### config.mk
export PLATFORM = sky130hd
export DESIGN_NAME = dac_spi_tx
export DESIGN_NICKNAME = d
export VERILOG_FILES = /design/src/rtl/dac_spi_tx_pkg.sv /design/src/rtl/dac_spi_tx_sample_fifo.sv /design/src/rtl/dac_spi_tx.sv
export SDC_FILE = /design/constraint.sdc
export NUM_CORES = 1
export LEC_CHECK = 0
export BUFFER_PORTS_ARGS = -buffer_cell sky130_fd_sc_hd__buf_2
export CAP_MARGIN = 20
export CORE_MARGIN = 8
export CORE_UTILIZATION = 55
export CTS_CLUSTER_DIAMETER = 60
export CTS_CLUSTER_SIZE = 14
export DETAILED_ROUTE_END_ITERATION = 7
export PLACE_DENSITY = 0.73
export SYNTH_ARGS = -nofsm -noshare
export SYNTH_HDL_FRONTEND = slang
export SYNTH_SLANG_ARGS = --single-unit
### constraint.sdc
create_clock -name clk -period 2.2 [get_ports clk]
set_input_delay 0.22 -clock clk [delete_from_list [all_inputs] [get_ports clk]]
set_output_delay 0.22 -clock clk [all_outputs]
set_load 0.02 [all_outputs]
### src/rtl/dac_spi_tx_pkg.sv
`default_nettype none
// +--------------------------------------------------------------------+
// | dac_pkg : shared frame constants, FSM states, frame builder         |
// | Rev 1.0                                                             |
// +--------------------------------------------------------------------+
package dac_pkg;

  localparam int FRAME_W    = 16;
  localparam int CTRL_W     = 4;
  localparam int DAC_DATA_W = 12;

  typedef enum logic [1:0] {
    IDLE  = 2'd0,
    SHIFT = 2'd1,
    HOLD  = 2'd2
  } state_t;

  function automatic logic [FRAME_W-1:0] build_frame(
    input logic [CTRL_W-1:0]     ctrl,
    input logic [DAC_DATA_W-1:0] sample,
    input int                    pad
  );
    return {ctrl, sample << pad};
  endfunction

endpackage
`default_nettype wire

### src/rtl/dac_spi_tx_sample_fifo.sv
`default_nettype none
// +--------------------------------------------------------------------+
// | sample_fifo : synchronous first-word-fall-through sample FIFO       |
// | Rev 1.0                                                             |
// +--------------------------------------------------------------------+
module sample_fifo #(
  parameter int WIDTH = 12,
  parameter int DEPTH = 4
) (
  input  logic             clk,
  input  logic             rst,
  input  logic             push,
  input  logic             pop,
  input  logic [WIDTH-1:0] wdata,
  output logic [WIDTH-1:0] rdata,
  output logic             full,
  output logic             empty
);

  localparam int AW = $clog2(DEPTH);

  logic [AW:0]      r_wr_ptr;
  logic [AW:0]      r_rd_ptr;
  logic [WIDTH-1:0] r_mem [DEPTH];
  logic             w_push;
  logic             w_pop;

  // Extra pointer MSB distinguishes full from empty when the indices match.
  assign empty  = (r_wr_ptr == r_rd_ptr);
  assign full   = (r_wr_ptr[AW] != r_rd_ptr[AW]) &&
                  (r_wr_ptr[AW-1:0] == r_rd_ptr[AW-1:0]);
  assign w_push = push && !full;
  assign w_pop  = pop && !empty;
  assign rdata  = r_mem[r_rd_ptr[AW-1:0]];

  always_ff @(posedge clk) begin
    if (rst) begin
      r_wr_ptr <= '0;
      r_rd_ptr <= '0;
    end else begin
      if (w_push) r_wr_ptr <= r_wr_ptr + (AW+1)'(1);
      if (w_pop)  r_rd_ptr <= r_rd_ptr + (AW+1)'(1);
    end
  end

  always_ff @(posedge clk) begin
    if (w_push) r_mem[r_wr_ptr[AW-1:0]] <= wdata;
  end

endmodule
`default_nettype wire

### src/rtl/dac_spi_tx.sv
`default_nettype none
// +--------------------------------------------------------------------+
// | dac_spi_tx : buffered, paced 16-bit SPI frame serializer for a DAC  |
// | Rev 1.0                                                             |
// +--------------------------------------------------------------------+
module dac_spi_tx
  import dac_pkg::*;
#(
  parameter int                DATA_W     = 12,
  parameter logic [CTRL_W-1:0] CTRL_BITS  = 4'b0000,
  parameter int                SCLK_DIV   = 2,
  parameter int                SYNC_HIGH  = 2,
  parameter int                FIFO_DEPTH = 4
) (
  input  logic              clk,
  input  logic              rst,
  input  logic              en,
  input  logic              s_valid,
  output logic              s_ready,
  input  logic [DATA_W-1:0] s_data,
  output logic              dac_sync,
  output logic              dac_sclk,
  output logic              dac_sdi,
  output logic              frame_done,
  output logic              underrun
);

  localparam int PH_W = (SCLK_DIV > 1) ? $clog2(SCLK_DIV) : 1;
  localparam int HC_W = (SYNC_HIGH > 1) ? $clog2(SYNC_HIGH) : 1;
  localparam logic [PH_W-1:0] c_PH_LAST   = PH_W'(SCLK_DIV - 1);
  localparam logic [HC_W-1:0] c_HOLD_LAST = HC_W'(SYNC_HIGH - 1);

  state_t               r_state, w_state_nxt;
  logic [PH_W-1:0]      r_phase, w_phase_nxt;
  logic [3:0]           r_bit, w_bit_nxt;
  logic [HC_W-1:0]      r_hold, w_hold_nxt;
  logic [FRAME_W-2:0]   r_shreg, w_shreg_nxt;
  logic                 r_sync, w_sync_nxt;
  logic                 r_sclk, w_sclk_nxt;
  logic                 r_sdi, w_sdi_nxt;
  logic                 r_done, w_done_nxt;
  logic                 r_und, w_und_nxt;
  logic                 r_avail;

  logic                 w_push;
  logic                 w_pop;
  logic                 w_full;
  logic                 w_empty;
  logic [DATA_W-1:0]    w_rdata;
  logic [FRAME_W-1:0]   w_frame;

  assign s_ready = !rst && !w_full;
  assign w_push  = s_valid && s_ready;
  assign w_frame = build_frame(CTRL_BITS, DAC_DATA_W'(w_rdata), DAC_DATA_W - DATA_W);

  sample_fifo #(
    .WIDTH (DATA_W),
    .DEPTH (FIFO_DEPTH)
  ) u_fifo (
    .clk   (clk),
    .rst   (rst),
    .push  (w_push),
    .pop   (w_pop),
    .wdata (s_data),
    .rdata (w_rdata),
    .full  (w_full),
    .empty (w_empty)
  );

  always_comb begin
    w_state_nxt = r_state;
    w_phase_nxt = r_phase;
    w_bit_nxt   = r_bit;
    w_hold_nxt  = r_hold;
    w_shreg_nxt = r_shreg;
    w_sync_nxt  = r_sync;
    w_sclk_nxt  = r_sclk;
    w_sdi_nxt   = r_sdi;
    w_done_nxt  = 1'b0;
    w_und_nxt   = 1'b0;
    w_pop       = 1'b0;

    case (r_state)
      IDLE: begin
        w_sync_nxt = 1'b1;
        w_sclk_nxt = 1'b0;
        // Launch waits on a registered occupancy view, giving a freshly
        // written sample one settling cycle before it is framed.
        if (en && r_avail && !w_empty) begin
          w_pop       = 1'b1;
          w_shreg_nxt = w_frame[FRAME_W-2:0];
          w_sdi_nxt   = w_frame[FRAME_W-1];
          w_sync_nxt  = 1'b0;
          w_phase_nxt = '0;
          w_bit_nxt   = '0;
          w_state_nxt = SHIFT;
        end
      end

      SHIFT: begin
        if (r_phase == c_PH_LAST) begin
          w_phase_nxt = '0;
          if (!r_sclk) begin
            w_sclk_nxt = 1'b1;
          end else if (r_bit == 4'd15) begin
            w_state_nxt = HOLD;
            w_sync_nxt  = 1'b1;
            w_sclk_nxt  = 1'b0;
            w_sdi_nxt   = 1'b0;
            w_hold_nxt  = '0;
            w_done_nxt  = 1'b1;
            w_und_nxt   = w_empty && en;
          end else begin
            w_bit_nxt   = r_bit + 4'd1;
            w_sclk_nxt  = 1'b0;
            w_sdi_nxt   = r_shreg[FRAME_W-2];
            w_shreg_nxt = {r_shreg[FRAME_W-3:0], 1'b0};
          end
        end else begin
          w_phase_nxt = r_phase + PH_W'(1);
        end
      end

      HOLD: begin
        if (r_hold == c_HOLD_LAST) begin
          w_state_nxt = IDLE;
        end else begin
          w_hold_nxt = r_hold + HC_W'(1);
        end
      end

      default: w_state_nxt = IDLE;
    endcase
  end

  always_ff @(posedge clk) begin
    if (rst) begin
      r_state <= IDLE;
      r_phase <= '0;
      r_bit   <= '0;
      r_hold  <= '0;
      r_shreg <= '0;
      r_sync  <= 1'b1;
      r_sclk  <= 1'b0;
      r_sdi   <= 1'b0;
      r_done  <= 1'b0;
      r_und   <= 1'b0;
      r_avail <= 1'b0;
    end else begin
      r_state <= w_state_nxt;
      r_phase <= w_phase_nxt;
      r_bit   <= w_bit_nxt;
      r_hold  <= w_hold_nxt;
      r_shreg <= w_shreg_nxt;
      r_sync  <= w_sync_nxt;
      r_sclk  <= w_sclk_nxt;
      r_sdi   <= w_sdi_nxt;
      r_done  <= w_done_nxt;
      r_und   <= w_und_nxt;
      r_avail <= !w_empty;
    end
  end

  assign dac_sync   = r_sync;
  assign dac_sclk   = r_sclk;
  assign dac_sdi    = r_sdi;
  assign frame_done = r_done;
  assign underrun   = r_und;

endmodule
`default_nettype wire

==> parameters.txt, run 1 <==
Parameter                              Value

Timing
  Worst slew margin ... 0.521
  Clock Skews ... between 5 and 6 ps
  Final period util ... 0.901
  Max-slew violation total from the final report ... 0
  Crit path time final ... 1980 ps
  Worst path setup slack after routing ... between 200 and 250 ps
  Transition time of the tightest slew-check pin ... 718 ps
  Total negative slack ... 0 ps
  Count of final setup violators ... 0
  Unrepaired setup endpoints after global routing ... false
  Maximum frequency from static timing analysis ... roughly 0.5 GHz
  Final hold violation count ... 0

Synth
  Number of synthesized register bits ... 85
  Sequential cell area fraction in the yosys report ... 0.626
  Complex-gate fraction of the synthesized area ... 0.132
  Share of synthesized cell area in and, or, nand and nor gates ... 0.0628
  Number of unique standard cell types used by synthesis ... between 40 and 50
  Dominant combinational cell family by area after synthesis ... compound AO/OA/AOI/OAI gates
  Synth warn ... 0
  Nets in the synthesized netlist ... 260
  Post-synthesis adder-cell area fraction ... 0.0215
  Synthesized-area fraction occupied by xor and xnor cells ... 0.0151
  Multiplexer share of the synthesized area ... 0.115
  Area of the mapped netlist ... 3490 um2
  Synthesized instance count ... roughly 240
  Mean area per synthesized cell ... about 15 um2

Clocking
  CTS resizes ... 0
  Clk root buf ... sky130_fd_sc_hd__clkbuf_8
  Inserted Clock Buffers ... 9
  Worst-Skew Late Latency ... 350 ps
  CTS sink count ... 85
  CTS tree ... built
  CTS H-tree depth ... 3
  Number of buffers added for setup after CTS ... 0
  CTS hold repair buffers ... 0
  Maximum root-to-sink buffer count ... 2
  Clock slew at the register clock pins of the worst setup and hold paths ... 80 ps

Routing
  Pre-Repair DR Iteration Count ... 4
  Via count normalized by instance count ... ~5.9
  First DRT Iteration DRCs ... ~150
  DRC violation count after routing ... 0
  Vias ... roughly 2000
  Detail Route Antenna Nets ... 0
  Avg WL per Cell ... approximately 17 um
  DRT Wirelength ... 5930 um

Worst hold path
  Worst hold path stage count ... 1
  Endpoint with the worst hold slack ... u_fifo.r_mem[1][6]
  Origin of the worst min-delay path ... s_data[6]
  Type of the worst min-delay path ... input port to flip-flop

Outcome
  Result of the run ... finished clean

Power and ir drop
  VDD IR-drop max ... 0.533 mV
  Leak ... around 1.4 nW
  Power Dens Cells ... just over 800 nW/um2

Final layout
  Leading cell types in the layout, fill and taps excluded ... 48 x sky130_fd_sc_hd__edfxtp_1, 37 x sky130_fd_sc_hd__dfxtp_1, 21 x sky130_fd_sc_hd__buf_2
  Count of nets after finishing ... roughly 290
  Ratio of cells with drive above 1 in the final layout ... 0.273
  Most common library cell in the layout ignoring fill and taps ... sky130_fd_sc_hd__edfxtp_1
  Layout overhead on the synthesized area ... 12.7%
  # diodes ... 0

Worst setup path
  Startpoint type of the worst setup path ... flip-flop
  Critical path peak fanout ... 12
  Worst flop-to-flop path endpoint ... u_fifo.r_mem[3][0]
  R2r startpoint ... u_fifo.r_wr_ptr[0]
  Worst reg-to-reg path cell count ... 4
  Category of the critical setup timing path ... flip-flop to flip-flop
  Arrival time worst endpoint ... 2030 ps
  Critical Path End Type ... flip-flop
  Worst reg-to-reg setup slack ... around 220 ps
  Data required time of the critical path ... roughly 2300 ps

Place
  DPL Wire Length ... 3920 um
  GP Congestion ... approximately 0.75
  Buffers added on ports ... 21
  Pre-CTS setup slack ... approximately 210 ps

Die
  Count of standard-cell rows ... 29
  Starting utilization of the core area ... 0.559
  Height of the chip ... about 96 um
  Floorplan die area ... roughly 9100 um2
  Number of ports placed on the die boundary ... 22
  Overall die width ... approximately 96 um
  Placeable core region ... 6240 um2

Global route
  Global router's overall resource usage ... 0.142
  Number of antenna violations at the first check in global routing ... 0
  Global-route wire length before repair ... about 9800 um
  Pin count of the biggest net entering global routing ... 30
  Vias in the first global route ... between 2000 and 2500
  Grt ovf ... 0

Run
  Count of maximum capacitance violations ... 0
-- area by class of cell --
cell class                      instances  area (um2)
Sequential cell                        85        2180
Timing Repair Buffer                   31         180
Inverter                                7        26.3
Clock inverter                          6         111
Fill cell                             456        2310
Tap cell                               77        96.3
Clock buffer                            9         124
Multi-Input combinational cell        133        1210
-- state kept, by name, summed over array words and instances (netlist names), named ones only --
name / cells
dac_sclk: 1
dac_sdi: 1
dac_sync: 1
frame_done: 1
r_avail: 1
r_bit: 4
r_hold: 1
r_phase: 1
r_shreg: 15
r_state: 2
u_fifo.r_mem: 48
u_fifo.r_rd_ptr: 3
u_fifo.r_wr_ptr: 3
underrun: 1
-- worst max-delay path: stages, from the launching register on --
cell	delay, ps
sky130_fd_sc_hd__dfxtp_1	470
sky130_fd_sc_hd__xnor2_1	210
sky130_fd_sc_hd__a311oi_2	540
sky130_fd_sc_hd__and2_1	230
sky130_fd_sc_hd__buf_4	220
-- cells in the mapped netlist --
library cell	instances	area, um2
sky130_fd_sc_hd__mux2_2	1	11.3
sky130_fd_sc_hd__nand2b_1	3	18.8
sky130_fd_sc_hd__a2111oi_2	8	120
sky130_fd_sc_hd__nor3_1	2	10.0
sky130_fd_sc_hd__a311oi_2	2	30.0
sky130_fd_sc_hd__buf_1	3	11.3
sky130_fd_sc_hd__clkbuf_1	4	15.0
sky130_fd_sc_hd__a31o_1	8	70.1
sky130_fd_sc_hd__o32ai_1	1	8.76
sky130_fd_sc_hd__o22ai_1	4	25.0
sky130_fd_sc_hd__a31oi_1	1	6.26
sky130_fd_sc_hd__a32o_1	1	10.0
sky130_fd_sc_hd__and3_1	3	18.8
sky130_fd_sc_hd__xor2_1	1	8.76
sky130_fd_sc_hd__a211oi_1	2	15.0
sky130_fd_sc_hd__a2111oi_0	2	17.5
sky130_fd_sc_hd__nand2_1	12	45.0
sky130_fd_sc_hd__a22oi_1	1	7.51
sky130_fd_sc_hd__buf_6	2	22.5
sky130_fd_sc_hd__a21o_1	2	15.0
sky130_fd_sc_hd__a41oi_1	1	8.76
sky130_fd_sc_hd__and2_1	4	25.0
sky130_fd_sc_hd__nand3_1	2	10.0
sky130_fd_sc_hd__and4b_1	1	10.0
sky130_fd_sc_hd__o21ai_0	3	15.0
sky130_fd_sc_hd__mux2i_1	12	120
sky130_fd_sc_hd__buf_2	4	20.0
sky130_fd_sc_hd__edfxtp_1	48	1440
sky130_fd_sc_hd__dfxtp_1	37	741
sky130_fd_sc_hd__xnor2_1	5	43.8
sky130_fd_sc_hd__a31o_2	5	43.8
sky130_fd_sc_hd__a311oi_1	2	17.5
sky130_fd_sc_hd__o31ai_1	1	7.51
sky130_fd_sc_hd__ha_1	6	75.1
sky130_fd_sc_hd__inv_1	7	26.3
sky130_fd_sc_hd__a21oi_1	7	35.0
sky130_fd_sc_hd__nand4_1	1	6.26
sky130_fd_sc_hd__nor2_1	12	45.0
sky130_fd_sc_hd__mux4_2	12	270
sky130_fd_sc_hd__a211o_1	1	8.76
sky130_fd_sc_hd__nand3b_1	4	30.0
-- per-stage QoR --
| stage | power (mW) | std cells | util | hold slack [ps] | instance area, um2 |
|---|---|---|---|---|---|
| floorplan | 1.90 | 238 | - | 319 | 3490 |
| global placement | 1.96 | 333 | 0.592 | 432 | 3690 |
| detailed placement | 1.96 | 333 | 0.592 | 439 | 3690 |
| CTS | 3.23 | 348 | 0.630 | 71.2 | 3930 |
| global route | 3.32 | 348 | 0.630 | 66.4 | 3930 |
| finish | 3.21 | 348 | 0.630 | 79.5 | 3930 |
-- per-layer routing --
layer | global-route usage | vias up | share of wire
met1 | 0.179 | 1012 | 0.46
met4 | 0.0730 | 0 | 0.017
met3 | 0.0378 | 10 | 0.031
met2 | 0.221 | 26 | 0.50
met5 | 0 | - | 0
li1 | - | 989 | -
-- how the worst max path moves through the flow --
stage | slack (ps) | start | endpoint
finish | 220 | u_fifo.r_wr_ptr[0] | u_fifo.r_mem[3][0]
detailed placement | 210 | u_fifo.r_wr_ptr[0] | u_fifo.r_mem[3][6]
floorplan | 400 | u_fifo.r_wr_ptr[0] | u_fifo.r_mem[3][0]
global route | 50 | r_bit[0] | r_shreg[4]
global placement | 270 | u_fifo.r_wr_ptr[0] | u_fifo.r_mem[3][7]
CTS | 190 | u_fifo.r_wr_ptr[0] | u_fifo.r_mem[3][0]
-- power breakdown --
part	switching (mW)	internal, mW
registers	0.0188	1.72
logic	0.110	0.0787
clock network	0.535	0.749
total	0.664	2.55
-- cell families after synthesis --
family	count (synthesis)
AOI/OAI and AO/OA	52
xor gates and xnor gates	6
adders and majority gates	6
buffers and inverters	20
DFF	85
muxes	25
and+or+nand+nor	44
(Power assumes the default switching activity.)
==> inputs of run 2 (changes only) <==
--- a/config.mk
+++ b/config.mk
@@ -13,6 +13,7 @@
 export CTS_CLUSTER_SIZE = 14
 export DETAILED_ROUTE_END_ITERATION = 7
 export PLACE_DENSITY = 0.73
+export RECOVER_POWER = 25
 export SYNTH_ARGS = -nofsm -noshare
 export SYNTH_HDL_FRONTEND = slang
 export SYNTH_SLANG_ARGS = --single-unit
==> parameters.txt, run 2 (same netlist as run 1, synthesis figures left out) <==
Parameter                              Value

Die
  Height of the chip ... roughly 96 um
  Floorplan die area ... approximately 9000 um2
  Starting utilization of the core area ... 0.559
  Overall die width ... roughly 96 um
  Count of standard-cell rows ... 29
  Placeable core region ... roughly 6200 um2
  Number of ports placed on the die boundary ... 22

Global route
  Pin count of the biggest net entering global routing ... 30
  Grt ovf ... 0
  Number of antenna violations at the first check in global routing ... 0
  Vias in the first global route ... 2020
  Global router's overall resource usage ... 0.142
  Global-route wire length before repair ... a little under 10000 um

Timing
  Worst path setup slack after routing ... 214 ps
  Final period util ... 0.903
  Maximum frequency from static timing analysis ... approximately 0.50 GHz
  Final hold violation count ... 0
  Transition time of the tightest slew-check pin ... ~720 ps
  Count of final setup violators ... 0
  Max-slew violation total from the final report ... 0
  Unrepaired setup endpoints after global routing ... false
  Hold_ws ... between 100 and 150 ps
  Worst slew margin ... 0.521
  Crit path time final ... a little under 2000 ps
  Total negative slack ... 0 ps
  Clock Skews ... about 5.2 ps

Place
  Cells after DPL ... roughly 330
  Pre-CTS setup slack ... around 210 ps
  DPL Wire Length ... slightly below 4000 um
  GP Congestion ... between 0.7 and 0.8
  Buffers added on ports ... 21

Clocking
  CTS tree ... built
  CTS H-tree depth ... 3
  Inserted Clock Buffers ... 9
  Clock slew at the register clock pins of the worst setup and hold paths ... ~80 ps
  Maximum root-to-sink buffer count ... 2
  Number of buffers added for setup after CTS ... 0
  CTS hold repair buffers ... 0
  CTS resizes ... 0
  Worst-Skew Late Latency ... ~350 ps
  CTS sink count ... 85
  Clk root buf ... sky130_fd_sc_hd__clkbuf_8

Routing
  DRT Wirelength ... 5960 um
  Via count normalized by instance count ... roughly 5.8
  Pre-Repair DR Iteration Count ... 4
  Avg WL per Cell ... 17.1 um
  Vias ... between 2000 and 2500
  First DRT Iteration DRCs ... between 150 and 200
  Detail Route Antenna Nets ... 0
  DRC violation count after routing ... 0

Worst setup path
  Startpoint type of the worst setup path ... flip-flop
  Worst flop-to-flop path endpoint ... u_fifo.r_mem[3][0]
  Category of the critical setup timing path ... flip-flop to flip-flop
  Critical Path End Type ... flip-flop
  R2r startpoint ... u_fifo.r_wr_ptr[0]
  Critical Path Slowest Stage Cell ... sky130_fd_sc_hd__a311oi_2
  Worst reg-to-reg setup slack ... approximately 210 ps
  Worst reg-to-reg path cell count ... 4
  Critical path peak fanout ... 12
  Arrival time worst endpoint ... just over 2000 ps
  Slowest Stage Delay on Critical Path ... 540 ps
  Data required time of the critical path ... around 2300 ps
  Cells along the critical path ... xnor2_1 > a311oi_2 > and2_1 > buf_4

Final layout
  Number of flip-flops in the largest register ... 48
  Number of cells in the finished layout apart from fillers ... between 300 and 400
  # diodes ... 0
  Most common library cell in the layout ignoring fill and taps ... sky130_fd_sc_hd__edfxtp_1
  Layout overhead on the synthesized area ... 12.3%
  Ratio of cells with drive above 1 in the final layout ... 0.236
  Count of nets after finishing ... 289
  Leading cell types in the layout, fill and taps excluded ... 48 x sky130_fd_sc_hd__edfxtp_1, 37 x sky130_fd_sc_hd__dfxtp_1

Power and ir drop
  Leak ... 1.39 nW
  Power Dens Cells ... approximately 800 nW/um2
  VDD IR-drop max ... ~0.53 mV

Worst hold path
  Worst hold path stage count ... 1
  Origin of the worst min-delay path ... s_data[3]
  Endpoint with the worst hold slack ... u_fifo.r_mem[3][3]
  Type of the worst min-delay path ... input port to flip-flop

Run
  Count of maximum capacitance violations ... 0

Outcome
  Result of the run ... finished clean
-- run 2: cell types whose count changed in the layout (fill, tap and decap cells not counted), sizes merged --
cell / delta
clkbuf: +10
buf: -10
-- run 2: metal layers --
layer	routed length, um	vias up	global-route usage
li1	-	990	-
met3	193	10	0.0378
met4	101	0	0.0730
met2	2920	26	0.221
met1	2750	1004	0.179
met5	0	-	0
-- run 2: layout make-up --
| class | count | area (um2) |
|---|---|---|
| clock buffers | 9 | 124 |
| clock inverters | 6 | 111 |
| fillers | 463 | 2320 |
| inverters | 7 | 26.3 |
| multi-input cells | 133 | 1210 |
| flip-flops and latches | 85 | 2180 |
| well taps | 77 | 96.3 |
| repair buffers | 31 | 168 |
-- run 2: how the worst max path moves through the flow --
stage	to	cells past startpoint	start	slack, ps
floorplan	u_fifo.r_mem[3][0]	3	u_fifo.r_wr_ptr[0]	400
global placement	u_fifo.r_mem[3][7]	4	u_fifo.r_wr_ptr[0]	270
detailed placement	u_fifo.r_mem[3][6]	4	u_fifo.r_wr_ptr[0]	210
CTS	u_fifo.r_mem[3][0]	4	u_fifo.r_wr_ptr[0]	190
global route	r_shreg[4]	6	r_bit[0]	50
finish	u_fifo.r_mem[3][0]	4	u_fifo.r_wr_ptr[0]	210
-- run 2: power breakdown --
group | total, mW | leakage, nW | internal, mW | switching (mW)
combinational | 0.187 | 0.544 | 0.0762 | 0.111
clock | 1.29 | 0.116 | 0.749 | 0.536
sequential | 1.74 | 0.735 | 1.72 | 0.0188
-- run 2: metrics by stage --
step	area, um2	power [mW]	util
2_1_floorplan	3490	1.90	-
3_3_place_gp	3690	1.96	0.592
3_5_place_dp	3690	1.96	0.592
4_1_cts	3930	3.23	0.630
5_1_grt	3920	3.32	0.628
6_report	3920	3.21	0.628
-- run 2: critical path, delay by kind of cell, from the launching register on --
family          cells  cell delay, ps
xor+xnor            1             210
flops               1             470
buf+inv             1             220
compound gates      1             540
simple gates        1             230
